===== src/rtl/connect4_draw_pkg.sv =====
// Shared definitions for the Connect-4 draw path.
//   - state encodings for the piece draw engine FSM
//   - request kind codes (pointer / piece)
//   - default colours (background, red, yellow)
//   - draw_req_t: a draw request as registered on acceptance
package connect4_draw_pkg;

    localparam logic [1:0] STATE_IDLE   = 2'd0;
    localparam logic [1:0] STATE_ERASE  = 2'd1;
    localparam logic [1:0] STATE_DRAW   = 2'd2;
    localparam logic [1:0] STATE_FINISH = 2'd3;

    localparam logic KIND_POINTER = 1'b0;
    localparam logic KIND_PIECE   = 1'b1;

    localparam logic [2:0] COLOUR_BG     = 3'b000;
    localparam logic [2:0] COLOUR_RED    = 3'b100;
    localparam logic [2:0] COLOUR_YELLOW = 3'b110;

    typedef struct packed {
        logic       kind;
        logic [2:0] col;
        logic [2:0] row;
        logic [2:0] colour;
    } draw_req_t;

endpackage


===== src/rtl/cell_pixel_counter.sv =====
// Raster pixel counter for one CELL_SIZE x CELL_SIZE square.
// Ports:
//   clk, reset  - clock, synchronous active-high reset
//   clear       - force count to 0 (priority over enable)
//   enable      - advance one pixel; wraps to 0 after the last pixel
//   dx, dy      - current column / row within the square (dx fastest)
//   last        - high while the count sits on the final pixel
module cell_pixel_counter #(
    parameter int CELL_SIZE = 8
) (
    input  logic                         clk,
    input  logic                         reset,
    input  logic                         clear,
    input  logic                         enable,
    output logic [$clog2(CELL_SIZE)-1:0] dx,
    output logic [$clog2(CELL_SIZE)-1:0] dy,
    output logic                         last
);

    localparam int L = $clog2(CELL_SIZE);
    localparam int W = 2 * L;

    logic [W-1:0] count;

    always_ff @(posedge clk) begin
        if (reset || clear) begin
            count <= '0;
        end else if (enable) begin
            count <= count + W'(1);
        end
    end

    assign dx   = count[L-1:0];
    assign dy   = count[W-1:L];
    assign last = (count == '1);

endmodule


===== src/rtl/piece_draw_engine.sv =====
// Pixel-emitting stage between the game controller and the VGA adapter.
// Accepts one pointer-move or piece-drop request per valid/ready handshake
// and emits one registered x/y/colour/plot write per cycle over a square.
// A pointer move first erases the previous pointer square in BG_COLOUR.
// Ports:
//   clk, reset          - clock, synchronous active-high reset
//   req_valid/req_ready - request handshake (ready only while idle)
//   req_kind            - 0 pointer, 1 piece
//   req_col, req_row    - target cell (row ignored for pointers)
//   req_colour          - fill colour
//   x_out, y_out        - pixel coordinates
//   colour_out, plot    - pixel colour and write strobe
//   busy, done, err     - in-progress flag, completion pulse, reject pulse
// Build option: define ROUND_PIECE_EN to leave the four corner pixels of
// piece squares unplotted (timing unchanged).
module piece_draw_engine
    import connect4_draw_pkg::*;
#(
    parameter int         CELL_SIZE = 8,
    parameter int         COLS      = 7,
    parameter int         ROWS      = 6,
    parameter int         BOARD_X0  = 48,
    parameter int         BOARD_Y0  = 40,
    parameter logic [2:0] BG_COLOUR = COLOUR_BG
) (
    input  logic       clk,
    input  logic       reset,
    input  logic       req_valid,
    output logic       req_ready,
    input  logic       req_kind,
    input  logic [2:0] req_col,
    input  logic [2:0] req_row,
    input  logic [2:0] req_colour,
    output logic [7:0] x_out,
    output logic [6:0] y_out,
    output logic [2:0] colour_out,
    output logic       plot,
    output logic       busy,
    output logic       done,
    output logic       err
);

    localparam int L = $clog2(CELL_SIZE);
    localparam int W = 2 * L;

    logic [1:0]   state, state_n;
    draw_req_t    cur, cur_n;
    logic         err_r, err_n;
    logic [2:0]   prev_col;
    logic         prev_ptr_valid;

    logic [L-1:0] dx, dy, dx_n, dy_n;
    logic         last;
    logic [W-1:0] idx_n;
    logic         accept, invalid, mask, plot_n;
    logic [2:0]   col_p;
    logic [15:0]  x_calc, y_calc;

    cell_pixel_counter #(
        .CELL_SIZE(CELL_SIZE)
    ) u_counter (
        .clk    (clk),
        .reset  (reset),
        .clear  ((state == STATE_IDLE) || (state == STATE_FINISH)),
        .enable ((state == STATE_ERASE) || (state == STATE_DRAW)),
        .dx     (dx),
        .dy     (dy),
        .last   (last)
    );

    always_comb begin
        accept  = req_valid & req_ready;
        invalid = (int'(req_col) >= COLS) ||
                  ((req_kind == KIND_PIECE) && (int'(req_row) >= ROWS));
        cur_n   = cur;
        err_n   = err_r;
        state_n = state;
        case (state)
            STATE_IDLE: begin
                if (accept) begin
                    cur_n = '{kind: req_kind, col: req_col, row: req_row, colour: req_colour};
                    err_n = invalid;
                    if (invalid)
                        state_n = STATE_FINISH;
                    else if ((req_kind == KIND_POINTER) && prev_ptr_valid && (prev_col != req_col))
                        state_n = STATE_ERASE;
                    else
                        state_n = STATE_DRAW;
                end
            end
            STATE_ERASE:  if (last) state_n = STATE_DRAW;
            STATE_DRAW:   if (last) state_n = STATE_FINISH;
            default:      state_n = STATE_IDLE;
        endcase
    end

    // Outputs are registered from the next-cycle view (next state, next
    // pixel index, next request fields) so the first plot appears in the
    // cycle right after acceptance while the counter stays aligned with
    // the pixel actually on the outputs.
    always_comb begin
        idx_n = ((state == STATE_ERASE) || (state == STATE_DRAW)) ? ({dy, dx} + W'(1)) : '0;
        dx_n  = idx_n[L-1:0];
        dy_n  = idx_n[W-1:L];
        col_p = (state_n == STATE_ERASE) ? prev_col : cur_n.col;
        x_calc = 16'(BOARD_X0 + int'(col_p) * CELL_SIZE + int'(dx_n));
        if ((state_n != STATE_ERASE) && (cur_n.kind == KIND_PIECE))
            y_calc = 16'(BOARD_Y0 + int'(cur_n.row) * CELL_SIZE + int'(dy_n));
        else
            y_calc = 16'(BOARD_Y0 - CELL_SIZE + int'(dy_n));
`ifdef ROUND_PIECE_EN
        mask = (state_n == STATE_DRAW) && (cur_n.kind == KIND_PIECE) &&
               ((dx_n == '0) || (dx_n == '1)) && ((dy_n == '0) || (dy_n == '1));
`else
        mask = 1'b0;
`endif
        plot_n = (state_n == STATE_ERASE) || ((state_n == STATE_DRAW) && !mask);
    end

    always_ff @(posedge clk) begin
        if (reset) begin
            state          <= STATE_IDLE;
            cur            <= '0;
            err_r          <= 1'b0;
            prev_col       <= '0;
            prev_ptr_valid <= 1'b0;
            req_ready      <= 1'b1;
            busy           <= 1'b0;
            done           <= 1'b0;
            err            <= 1'b0;
            plot           <= 1'b0;
            x_out          <= '0;
            y_out          <= '0;
            colour_out     <= '0;
        end else begin
            state <= state_n;
            cur   <= cur_n;
            err_r <= err_n;
            if ((state == STATE_FINISH) && !err_r && (cur.kind == KIND_POINTER)) begin
                prev_col       <= cur.col;
                prev_ptr_valid <= 1'b1;
            end
            req_ready  <= (state_n == STATE_IDLE);
            busy       <= (state_n != STATE_IDLE);
            done       <= (state_n == STATE_FINISH);
            err        <= (state_n == STATE_FINISH) && err_n;
            plot       <= plot_n;
            x_out      <= plot_n ? x_calc[7:0] : '0;
            y_out      <= plot_n ? y_calc[6:0] : '0;
            colour_out <= plot_n ? ((state_n == STATE_ERASE) ? BG_COLOUR : cur_n.colour) : '0;
        end
    end

endmodule


===== config.mk =====
export PLATFORM = sky130hd
export DESIGN_NAME = piece_draw_engine
export DESIGN_NICKNAME = d
export VERILOG_FILES = /design/src/rtl/connect4_draw_pkg.sv /design/src/rtl/cell_pixel_counter.sv /design/src/rtl/piece_draw_engine.sv
export SDC_FILE = /design/constraint.sdc
export NUM_CORES = 1
export LEC_CHECK = 0
export ABC_AREA = 1
export CAP_MARGIN = 20
export CORE_MARGIN = 2
export CORE_UTILIZATION = 46
export CTS_BUF_LIST = sky130_fd_sc_hd__clkbuf_4 sky130_fd_sc_hd__clkbuf_8 sky130_fd_sc_hd__clkbuf_16
export CTS_CLUSTER_DIAMETER = 200
export DETAILED_ROUTE_END_ITERATION = 6
export PLACE_DENSITY = 0.79
export REMOVE_ABC_BUFFERS = 1
export SLEW_MARGIN = 20
export SYNTH_ARGS = -nofsm -noshare
export SYNTH_HDL_FRONTEND = slang
export SYNTH_HIERARCHICAL = 1
export SYNTH_SLANG_ARGS = --single-unit

===== constraint.sdc =====
create_clock -name clk -period 2.1 [get_ports clk]
set_clock_uncertainty 0.15 [all_clocks]
set_input_delay 0.42 -clock clk [delete_from_list [all_inputs] [get_ports clk]]
set_output_delay 0.42 -clock clk [all_outputs]
set_load 0.05 [all_outputs]

Word-level counts from Yosys, hierarchy flattened --
Cells that the tools add are included.
Word-level totals: memories 0, input port bits 13, latch bits 0, output and inout port bits 23, memory bits (read-only) 0, word-level logic and storage cells 69, RAM bits 0, bits in registers 46
Cells by class: $lt $le $gt $ge 2, bitwise logic cells 4, reductions and logical operators 18, div/mod/pow operators 0, $mul 0, multiplexer cells 13, equal/unequal tests 9, shift-type cells 0, add/sub/neg operators 6
Operators by type and width (number):
- 10-bit 2-to-1 mux | 2
- 6-bit by 6-bit adder with 7-bit output (first input constant) | 2
- 2-bit 2-to-1 mux | 5
- 7-bit by 3-bit adder with 8-bit output | 1
- 2-bit equality test (second input constant) | 4
- 6-bit by 3-bit adder with 7-bit output (first input constant) | 1
- 7-bit by 3-bit adder with 7-bit output | 1
- 1-bit logical AND | 7
- 7-bit 2-to-1 mux | 1
- 6-bit by 1-bit adder with 6-bit output (second input constant) | 1
- 6-bit equality test (second input constant) | 1
- 3-bit greater-or-equal comparator (second input constant) | 2
- 6-bit 2-to-1 mux | 1
- 2-bit one-hot mux with 3 select lines | 1
- 1-bit logical OR | 5
- 2-bit by 1-bit equality test with 1-bit output (second input constant) | 2
- 2-bit zero test | 2
- 3-bit 2-to-1 mux | 1
- 3-bit inequality test | 1
- 1-bit NOT | 3
- 3-bit OR reduction | 1
- 1-bit 2-to-1 mux | 2
- 2-bit by 1-bit inequality test with 1-bit output (second input constant) | 1
- 2-bit nonzero test | 1
- other kinds (3) | 3

Depth between registers and ports, before layout --
Gate-level depths: netlist (run 1).
word-level depth 11, mapped depth 16, mapped depth without buffers 16

Hierarchy --
The synthesis (run 1) kept the hierarchy.
Modules (own cells, without submodules):
- piece_draw_engine | area an instance 1649.1 um2, sequential area each 780.7 um2, instances 1, cells an instance 201
- cell_pixel_counter | area an instance 267.8 um2, sequential area each 120.1 um2, instances 1, cells an instance 37

Least setup slack after synthesis (run 1) --
Ideal clock, no wire load.
path kind register to register, start register req_ready, end register x_out[5], data required time 1837 ps, arrival 2006 ps, path buffers 0, cell stages (with the launch flop) 13, setup time 113 ps, period minus slack after synthesis 2269 ps, setup slack -169 ps, path through dfxtp_1 nand2_1 nor2_1 nand3_1 nand2_1 nand2_1 nand2_1 ha_1 inv_1 nand2_1 o21ai_0 ha_1 nor2_1
Between the ends: cells in the longest elaborated chain, start to end 7, elaborated cells on any way between the ends 13, classes of those cells add/sub (2); eq/ne (2); mux (5); bitwise (2); reduce/logical (2)
RTL lines:
- from (decl) | line piece_draw_engine.sv:29 | output logic req_ready,
- from (signal assigned) | line piece_draw_engine.sv:143 | req_ready <= (state_n == STATE_IDLE);
- 1-bit AND * | line piece_draw_engine.sv:72 | accept = req_valid & req_ready;
- 2-bit 2-to-1 mux | line piece_draw_engine.sv:80 | if (accept) begin
- 2-bit one-hot mux with 3 select lines | line piece_draw_engine.sv:78 | case (state)
- 2-bit by 1-bit equality test with 1-bit output or 2-bit equality test (tied branches) | line piece_draw_engine.sv:105, piece_draw_engine.sv:117
- 3-bit 2-to-1 mux or 1-bit logical OR (tied branches) | line piece_draw_engine.sv:105, piece_draw_engine.sv:117
- 6-bit by 6-bit adder with 7-bit output or 1-bit NOT (tied branches)
- 7-bit by 3-bit adder with 8-bit output or 2-bit OR reduction (tied branches)
- to (signal assigned) | line piece_draw_engine.sv:148 | x_out <= plot_n ? x_calc[7:0] : '0;
- to (decl) | line piece_draw_engine.sv:34 | output logic [7:0] x_out,
Mark *: on every way between the ends. The rest lies on a longest branch, timed or not. A chain may end at the register's enable or synchronous reset.

Worst setup path after layout (run 1) --
start input port req_col[0], end register x_out[5]
Between the ends: cells in the longest elaborated chain, start to end 10, elaborated cells on any way between the ends 18, classes of those cells add/sub (2); order compare (1); eq/ne (3); mux (7); bitwise (1); reduce/logical (4)
RTL lines:
- from (decl) | line piece_draw_engine.sv:31 | input logic [2:0] req_col,
- branches (longest 3 deep; another with 3-bit greater-or-equal comparator)
- 2-bit 2-to-1 mux * | line piece_draw_engine.sv:83 | if (invalid)
- 2-bit 2-to-1 mux * | line piece_draw_engine.sv:80
- 2-bit one-hot mux with 3 select lines * | line piece_draw_engine.sv:78
- named net state_n[0] | line piece_draw_engine.sv:46 | logic [1:0] state, state_n;
- 2-bit by 1-bit equality test with 1-bit output or 2-bit equality test (tied branches) | line piece_draw_engine.sv:105, piece_draw_engine.sv:117
- 3-bit 2-to-1 mux or 1-bit logical OR (tied branches) | line piece_draw_engine.sv:105, piece_draw_engine.sv:117
- 6-bit by 6-bit adder with 7-bit output or 1-bit NOT (tied branches)
- 7-bit by 3-bit adder with 8-bit output or 2-bit OR reduction (tied branches)
Mark *: on every way through the listed nets, which the timed path passes.

==> flow_summary.toml, run 1 <==
[logic_synthesis]
synth_area_leader_cell = "dfxtp_1"
synth_top_cell_area_share = 0.470
synth_edf_count = 0
synth.lib_cells_used.distinct = 34
yosys_register_bits = 45
synth-async-reset-ratio = 0
synth_common_cells = "dfxtp_1 (45), nor2_1 (40), inv_1 (34), nand2_1 (34), a21oi_1 (13)"
synth_area_sq_um = 1920
yosysWarnings = 6
synthFlopType = "dfxtp_1"
synthCells = 238
yosys-top-cells-area = "dfxtp_1 (47%), ha_1 (7.8%), nor2_1 (7.8%)"
syn_area_per_cell_sq_um = 8.05
synth.most_common_cell = "dfxtp_1"
ys_seq_area_frac = 0.470

[finish]
drive_above_1_share = 0.296
multi_input_area_sq_um = 988
final_util = 0.715
fillCellCount = 302
area_delta_synth_final_pct = 49.2
n_antenna_cell = 0
fin_area_sq_um = 2860
seq_area_sq_um = 906
nNetsFinal = 338

[cts]
clock_latency_ps = 300
clock-sinks = 45
clk_pin_slew_ps = 80
clockRootBuffer = "clkbuf_8"
cts_tree = "yes"
htree_levels = 2
cts_buffer_depth = 2
cts_buffers = 5

[power]
leakagePower_nw = 1.30
power_density_nw_per_um2 = 1550
ir_drop_mv = 0.969

[global_routing]
grt_max_degree = 15
antenna_found_initial = 0
track_usage = 0.222
grt_pass1_wl_microns = 7640
grt-ovfl-total = 0
grt_pass1_vias = 1751

[setup_path]
worst_setup_path_start_kind = "primary input"
rr_worst_depth = 16
startpoint = "req_col[0]"
cp_max_fo = 4
critPathKind = "in2reg"
cp.required_ps = 2190
r2r_start = "prev_col[0]"
critPathArrivalTime_ps = 2340
cp_slowest_cell = "dlygate4sd2_1"
max_stage_delay_ps = 280
reg2reg_slack_ps = -110
crit_top_cell = "nand2_1"
crit_path_end_kind = "register"
r2r-end = "x_out[5]"
crit_chain = "dlygate4sd2_1, inv_1, nand2_1, nand2_1, nand3_2, nand2_1, nand2_1, nand2_1, nand2_1, nand2_2, inv_2, ha_4, inv_4, nand2_2, o21ai_2, ha_1, nor2_1"

[floorplanning]
num_io_pins = 36
die-width_microns = 68.6
die_y_microns = 68.6
initial_core_util = 0.479
core_sq_um = 4000
num_rows = 23
dieArea_sq_um = 4700

[timing]
finalCritPeriodShare = 1.07
setup_violations = 12
worst_pin_slew_ps = 530
fin_tns_setup_ps = -546
rsz0062_at_grt = "true"
max_clock_freq_mhz = 443
worst_slack_ps = -155
final-hold-violation-count = 0
slew_violations = 0
layout_min_cycle_time_ps = 2260
worst_hold_slack_ps = 342
max_slew_margin = 0.643

[placement]
dp_hpwl_microns = 3180
gp_congestion = 0.825
placed_area_sq_um = 2540
io_buffer_count = 34

[worst_hold_path]
worstHoldStart = "prev_ptr_valid"
worstHoldPathCells = 2
holdPathEnd = "prev_ptr_valid"
hold_class = "reg2reg"

[routing]
wl_per_cell_microns = 14.2
drtPass1Iterations = 5
remaining_drc_errors = 0
drt-total-wl_microns = 5160
num_vias = 1821
viasPerCell = 5.00
drt-initial-drc-count = 131
ant_nets = 0

[outcome]
violations = "setup timing"
outcome = "finished, violations left"

[job]
cap_violations = 0
## cell families (layout without fill, tap and decap cells)
group | after synthesis | in the layout | share of synthesized area
AO/OA/AOI/OAI | 35 | 35 | 0.108
multiplexers | 3 | 3 | 0.0157
buffers and inverters | 41 | 117 | 0.0868
adder cells (fa/ha/maj) | 12 | 12 | 0.0783
AND/OR/NAND/NOR | 100 | 100 | 0.235
flip-flops | 45 | 45 | 0.470
XOR/XNOR | 1 | 1 | 0.00457
other | 1 | 1 | 0.00196
## layout make-up
| cell class | instances | share of cell area |
|---|---|---|
| tap | 50 | 0.0219 |
| inverter | 37 | 0.0512 |
| clock buffer | 5 | 0.0241 |
| timing repair buffer | 72 | 0.218 |
| multi-input combinational | 152 | 0.346 |
| sequential | 45 | 0.317 |
| clock inverter | 3 | 0.0228 |
## what timing repair did
item / in CTS / in global routing
setup buffers: 2 / 2
pin swaps: 14 / 14
hold endpoints to repair: 0 / 0
cloned: 0 / 0
hold buffers: 0 / 0
resized for setup: 27 / 24
setup endpoints to repair: 17 / 17
## state kept, by name (all words and copies together), names as in the netlist, 2 cells and up
signal,cells
cur,10
x_out,7
y_out,7
u_counter/count,6
colour_out,3
prev_col,3
state,2
## how the worst max path moves through the flow
stage / to / cells past startpoint / slack [ps]
finish: x_out[5] / 17 / -160
global route: x_out[5] / 17 / -180
CTS: x_out[5] / 14 / 10
detailed placement: x_out[5] / 15 / -520
global placement: x_out[5] / 17 / -420
floorplan: x_out[5] / 12 / -170
## layout by cell type, fill, tap and decap left out, types with 5 or more instances in the layout
cell type and instances:
o21a_1 5, nor2_1 35, clkdlybuf4s50_1 26, o21ai_0 8
a21oi_1 13, nand2_1 27, inv_1 30, nand2_2 8
ha_1 8, dlygate4sd2_1 6, dfxtp_1 41, nand3_1 6
clkbuf_8 5, buf_4 38
## worst max-delay path: cells and delay by family
family | cells | cell delay [ps]
simple gates | 10 | 900
compound gates | 1 | 80
fa+ha+maj | 2 | 430
buf+inv | 4 | 500
## per-stage QoR
stage | setup slack, ps | cells | total power, W
3_3_place_gp | -417 | 352 | 0.00313
3_5_place_dp | -521 | 352 | 0.00320
5_1_grt | -181 | 364 | 0.00466
6_report | -155 | 364 | 0.00443
2_1_floorplan | -169 | 234 | 0.00237
4_1_cts | 9.79 | 362 | 0.00414
## metal layers
layer,track usage,routed length [microns],vias to the layer above
li1,-,-,890
met1,0.249,2060,839
met2,0.371,2620,76
met3,0.0617,332,16
met4,0.133,146,0
met5,0,0,-
## power by group
group | total, W | internal [W] | switching [W]
clock network | 0.000768 | 0.000473 | 0.000296
registers | 0.00114 | 0.00106 | 0.0000832
logic | 0.00252 | 0.00106 | 0.00146
total | 0.00443 | 0.00260 | 0.00184
No activity file was read; power rests on OpenSTA's default activity.
==> run 2: changes to the inputs <==
CELL_PAD_IN_SITES_DETAIL_PLACEMENT = 1   (was unset)
CELL_PAD_IN_SITES_GLOBAL_PLACEMENT = 1   (was unset)
CORE_UTILIZATION = 34   (was 46)
==> run 2 against run 1 <==
Against the previous run:
- combinational power grew 8.7%
- clock power down 8.3%
- clock-buffer cell count is 1 higher
- utilization decreased by 17 points
- critical path depth fell by 4
- hold slack better by 12 ps
- sequential power about the same
- the flow still finishes with violations (setup timing)
- setup slack improved by 71 ps
- register-to-register slack better by 30 ps
- largest cell class unchanged
- flip-flop and latch count unchanged
==> flow_summary.toml, run 2 (synthesized netlist as in run 1, its figures left out) <==
[outcome]
outcome = "finished, violations left"
violations = "setup timing"

[worst_hold_path]
worstHoldPathCells = 2
hold_class = "reg2reg"

[cts]
cts_tree = "yes"
cts_buffers = 5
cts_buffer_depth = 2
clock_latency_ps = 310
htree_levels = 2
clockRootBuffer = "clkbuf_8"
clk_pin_slew_ps = 90
clock-sinks = 45

[routing]
ant_nets = 0
drt-initial-drc-count = 102
top_layer = "met4"
met3_length_microns = 271
wl_per_cell_microns = 17.2
viasPerCell = 4.89
drtPass1Iterations = 4
remaining_drc_errors = 0
num_vias = 1904
met2_length_microns = 3560
drt-total-wl_microns = 6710
wl_met1_microns = 2740

[timing]
final-hold-violation-count = 0
slew_violations = 0
max_clock_freq_mhz = 458
max_slew_margin = 0.647
layout_min_cycle_time_ps = 2180
worst_slack_ps = -83.8
finalCritPeriodShare = 1.04
setup_violations = 3
fin_tns_setup_ps = -139
worst_pin_slew_ps = 528
rsz0062_at_grt = "true"

[placement]
dp_hpwl_microns = 4010
io_buffer_count = 34
placed_area_sq_um = 2570
gp_congestion = 0.800

[floorplanning]
num_io_pins = 36
dieArea_sq_um = 6250
die-width_microns = 79.1
die_y_microns = 79.1
initial_core_util = 0.350
num_rows = 27
core_sq_um = 5470

[finish]
n_antenna_cell = 0
layout_common_cells = "dfxtp_1 (41), buf_4 (39), nor2_1 (33), inv_1 (29), nand2_1 (27)"
largest_reg_flops = 10
regMostFlops = "cur"
area_delta_synth_final_pct = 55.2
fin_area_sq_um = 2970
largest_registers = "cur (10), x_out (7), y_out (7)"
drive_above_1_share = 0.331
layout_commonest_cell = "dfxtp_1"
nNetsFinal = 341

[power]
leakagePower_nw = 1.31
ir_drop_mv = 0.691
power_density_nw_per_um2 = 1550

[setup_path]
worst_setup_path_start_kind = "register"
cp_max_fo = 5
rr_worst_depth = 13
cp.required_ps = 2200
crit_path_end_kind = "register"
critPathKind = "reg2reg"
critPathArrivalTime_ps = 2280

[global_routing]
antenna_found_initial = 0
grt_pass1_wl_microns = 9960
track_usage = 0.208
grt_max_degree = 15
grt_pass1_vias = 2141
grt-ovfl-total = 0

[job]
cap_violations = 0
-- run 2: routing by layer --
| metal | global-route usage | vias to the layer above |
|---|---|---|
| li1 | - | 895 |
| met4 | 0.0845 | 0 |
| met2 | 0.381 | 61 |
| met5 | 0 | - |
| met3 | 0.0568 | 13 |
| met1 | 0.225 | 935 |
-- run 2: final cells by class --
cell class,count,area (sq um)
clock buffers,6,82.6
clock inverters,2,37.5
fillers,658,2500
inverters,37,146
multi-input cells,152,1060
flip-flops and latches,45,911
well taps,72,90.1
repair buffers,75,648
-- run 2: path summary, 6_finish.rpt --
kind             from  endpoint  slack (ps)
max          state[1]  x_out[5]         -80
min reg2reg    cur[2]    cur[2]         350
max reg2reg  state[1]  x_out[5]         -80
min            cur[2]    cur[2]         350
-- run 2: critical path, stage by stage, from the launching register on --
cell and delay [ps]:
dfxtp_1 380, inv_2 80, ha_1 180, inv_1 100, nor2_2 60, o22ai_2 110
nand2_1 90, nand2_2 120, inv_2 80, ha_4 180, nand2_1 90, o21ai_2 80
ha_1 290, nor2_1 120
-- run 2: per-stage QoR --
stage	utilization	total power [W]	cells	hold slack, ps	setup WS (ps)
4_1_cts	0.522	0.00427	388	358	-55.3
3_5_place_dp	0.470	0.00326	374	336	-631
3_3_place_gp	0.470	0.00315	374	307	-502
2_1_floorplan	-	0.00237	234	280	-169
5_1_grt	0.543	0.00484	389	392	-166
6_report	0.543	0.00460	389	353	-83.8
-- run 2: timing repair --
action                     4_1_cts  5_1_grt
hold buffers                     0        0
gates resized for setup         40       31
setup buffers                    6        1
setup endpoints to repair       20       22
pin swaps                       16       17
-- run 2: report_power, final --
group          internal (W)  switching, W  total, W
registers           0.00106     0.0000885   0.00115
clock network      0.000387      0.000317  0.000704
logic               0.00111       0.00163   0.00274
total               0.00256       0.00204   0.00460
==> run 3: changes to the inputs <==
==> constraint.sdc (replaced) <==
create_clock -name clk -period 2.1 [get_ports clk]
set_clock_uncertainty 0.15 [all_clocks]
set_input_delay 0.315 -clock clk [delete_from_list [all_inputs] [get_ports clk]]
set_output_delay 0.315 -clock clk [all_outputs]
set_load 0.05 [all_outputs]
==> run 3 against run 2 <==
Against the previous run:
- the run still ends with setup timing left
- register-to-register slack worse by 70 ps
- via count down 2.3%
- clock-buffer cell count is 1 higher
- sequential share of layout area fell by 0.20 points
- hold slack got worse by 3.2 ps
- critical path depth rose by 1
- cell count decreased by 0.26%
- total power about the same
- flip-flop and latch count unchanged
- global-route usage fell by 2.2 points
- wire length shrank 5.3%
- maximum frequency down 3.2%
- critical path type unchanged
- critical endpoint is now y_out[1]
- highest routed layer unchanged
==> flow_summary.toml, run 3 (synthesized netlist as in run 1, its figures left out) <==
[global_routing]
grt-ovfl-total = 0
grt_max_degree = 14
grtUsageMet1 = 0.217
grt_use_met3 = 0.0477
grt_pass1_wl_microns = 8950
antenna_found_initial = 0
top_usage_layer = "met2"
grtUsageMet2 = 0.331
track_usage = 0.186
grt_pass1_vias = 1911

[setup_path]
crit_chain = "ha_4, nand3_4, nor2_4, nor2_2, nor2_1, nor2_1, nand2_1, nand2_2, ha_4, nand2_4, inv_6, nand2_8, a31oi_4, o21a_1"
worst_setup_path_start_kind = "register"
critPathArrivalTime_ps = 2340
max_stage_delay_ps = 370
cp_max_fo = 5
cp.required_ps = 2190
critical-path-top-delay-family = "simple AND/OR/NAND/NOR gates"
crit_path_end_kind = "register"
crit_buf_inv = 1
r2r_start = "u_counter/count[0]"
critPathKind = "reg2reg"
startpoint = "u_counter/count[0]"
cp_slowest_cell = "dfxtp_2"

[floorplanning]
die_y_microns = 79.1
num_rows = 27
num_io_pins = 36
dieArea_sq_um = 6250
core_sq_um = 5470
initial_core_util = 0.350
die-width_microns = 79.1

[outcome]
outcome = "finished, violations left"
violations = "setup timing"

[timing]
rsz0062_at_grt = "true"
final-hold-violation-count = 0
max_slew_margin = 0.656
max_clock_freq_mhz = 443
layout_min_cycle_time_ps = 2260
slew_violations = 0
worst_slack_ps = -156
worst_pin_slew_ps = 514
setup_violations = 17
finalCritPeriodShare = 1.07

[cts]
cts_tree = "yes"
htree_levels = 2
clk_pin_slew_ps = 90
clock-sinks = 45
clock_latency_ps = 290
cts_buffers = 5
clockRootBuffer = "clkbuf_8"
cts_buffer_depth = 2
cts_hold_buf = 0

[placement]
placed_area_sq_um = 2540
dp_hpwl_microns = 3790
dp_cells = 369
gp_congestion = 0.774
io_buffer_count = 34

[power]
power.switching_w = 0.00200
p_comb_frac = 0.597
power_density_nw_per_um2 = 1540
ir_drop_mv = 0.681
power_frac_clock = 0.152
p_sw_frac = 0.436
pwr-share-seq = 0.251
power.internal_w = 0.00259
leakagePower_nw = 1.29

[worst_hold_path]
hold_class = "reg2reg"
worstHoldStart = "cur[0]"

[finish]
nNetsFinal = 340
largest_reg_flops = 10
fin_area_sq_um = 2990
area_delta_synth_final_pct = 55.9
layout_common_cells = "dfxtp_1 (40), buf_4 (36), clkdlybuf4s50_1 (31), nor2_1 (30)"
largest_registers = "cur (10), x_out (7), y_out (7)"
fillCellCount = 666
drive_above_1_share = 0.329
regMostFlops = "cur"
layout_commonest_cell = "dfxtp_1"
final_cells = 388
n_antenna_cell = 0

[job]
cap_violations = 0

[routing]
drt-initial-drc-count = 68
num_vias = 1861
viasPerCell = 4.80
remaining_drc_errors = 0
ant_nets = 0
drtPass1Iterations = 5
drt-total-wl_microns = 6350
wl_per_cell_microns = 16.4
run 3: changes by cell type in the layout (fill, tap and decap cells not counted), sizes merged:
cell,previous run,this run
clkdlybuf4s50,26,31
dlygate4sd2,7,3
buf,42,40
clkbuf,6,7
clkinvlp,1,0
run 3: path summary, 6_finish.rpt:
| kind | endpoint | slack [ps] | depth (start not counted) |
|---|---|---|---|
| setup reg to reg | y_out[1] | -160 | 14 |
| hold / removal | cur[0] | 350 | 2 |
| hold reg to reg | cur[0] | 350 | 2 |
| setup / recovery | y_out[1] | -160 | 14 |
run 3: power by group through the flow:
stage	Sequential, W	Clock, W	Combinational, W
3_5_place_dp	0.00115	0	0.00204
3_3_place_gp	0.00113	0	0.00196
5_1_grt	0.00117	0.000748	0.00295
6_report	0.00115	0.000696	0.00275
4_1_cts	0.00114	0.000709	0.00231
2_1_floorplan	0.00150	0	0.000873
run 3: layout make-up:
| class | count | area (sq um) | area share |
|---|---|---|---|
| multi-input combinational | 152 | 1070 | 0.357 |
| timing repair buffer | 74 | 652 | 0.218 |
| tap | 72 | 90.1 | 0.0301 |
| sequential | 45 | 910 | 0.304 |
| clock buffer | 7 | 90.1 | 0.0301 |
| inverter | 37 | 151 | 0.0506 |
| clock inverter | 1 | 30.0 | 0.0100 |
run 3: repair_timing:
| item | in CTS | in global routing |
|---|---|---|
| setup endpoints to repair | 17 | 19 |
| pin swaps | 11 | 18 |
| resized for setup | 26 | 45 |
| setup buffers | 6 | 5 |
run 3: layer usage:
metal / vias up / share of wire
met2: 46 / 0.52
li1: 891 / -
met4: 0 / 0.016
met5: - / 0
met3: 12 / 0.031
met1: 912 / 0.43
run 3: worst register-to-register path: stages (launching register included):
cell and delay [ps]:
dfxtp_2 370, ha_4 160, nand3_4 80, nor2_4 150, nor2_2 60, nor2_1 120
nor2_1 60, nand2_1 130, nand2_2 130, ha_4 300, nand2_4 50, inv_6 80
nand2_8 70, a31oi_4 150, o21a_1 140
run 3: per-stage QoR:
stage | setup TNS, ps | setup slack, ps | power (W) | hold WS [ps] | util
after floorplan | -313 | -169 | 0.00237 | 234 | -
after global placement | -5300 | -403 | 0.00310 | 301 | 0.464
after detailed placement | -6980 | -544 | 0.00319 | 304 | 0.464
after CTS | -35.8 | -24.3 | 0.00416 | 357 | 0.509
after global routing | -2470 | -225 | 0.00487 | 386 | 0.546
final | -1090 | -156 | 0.00460 | 350 | 0.546
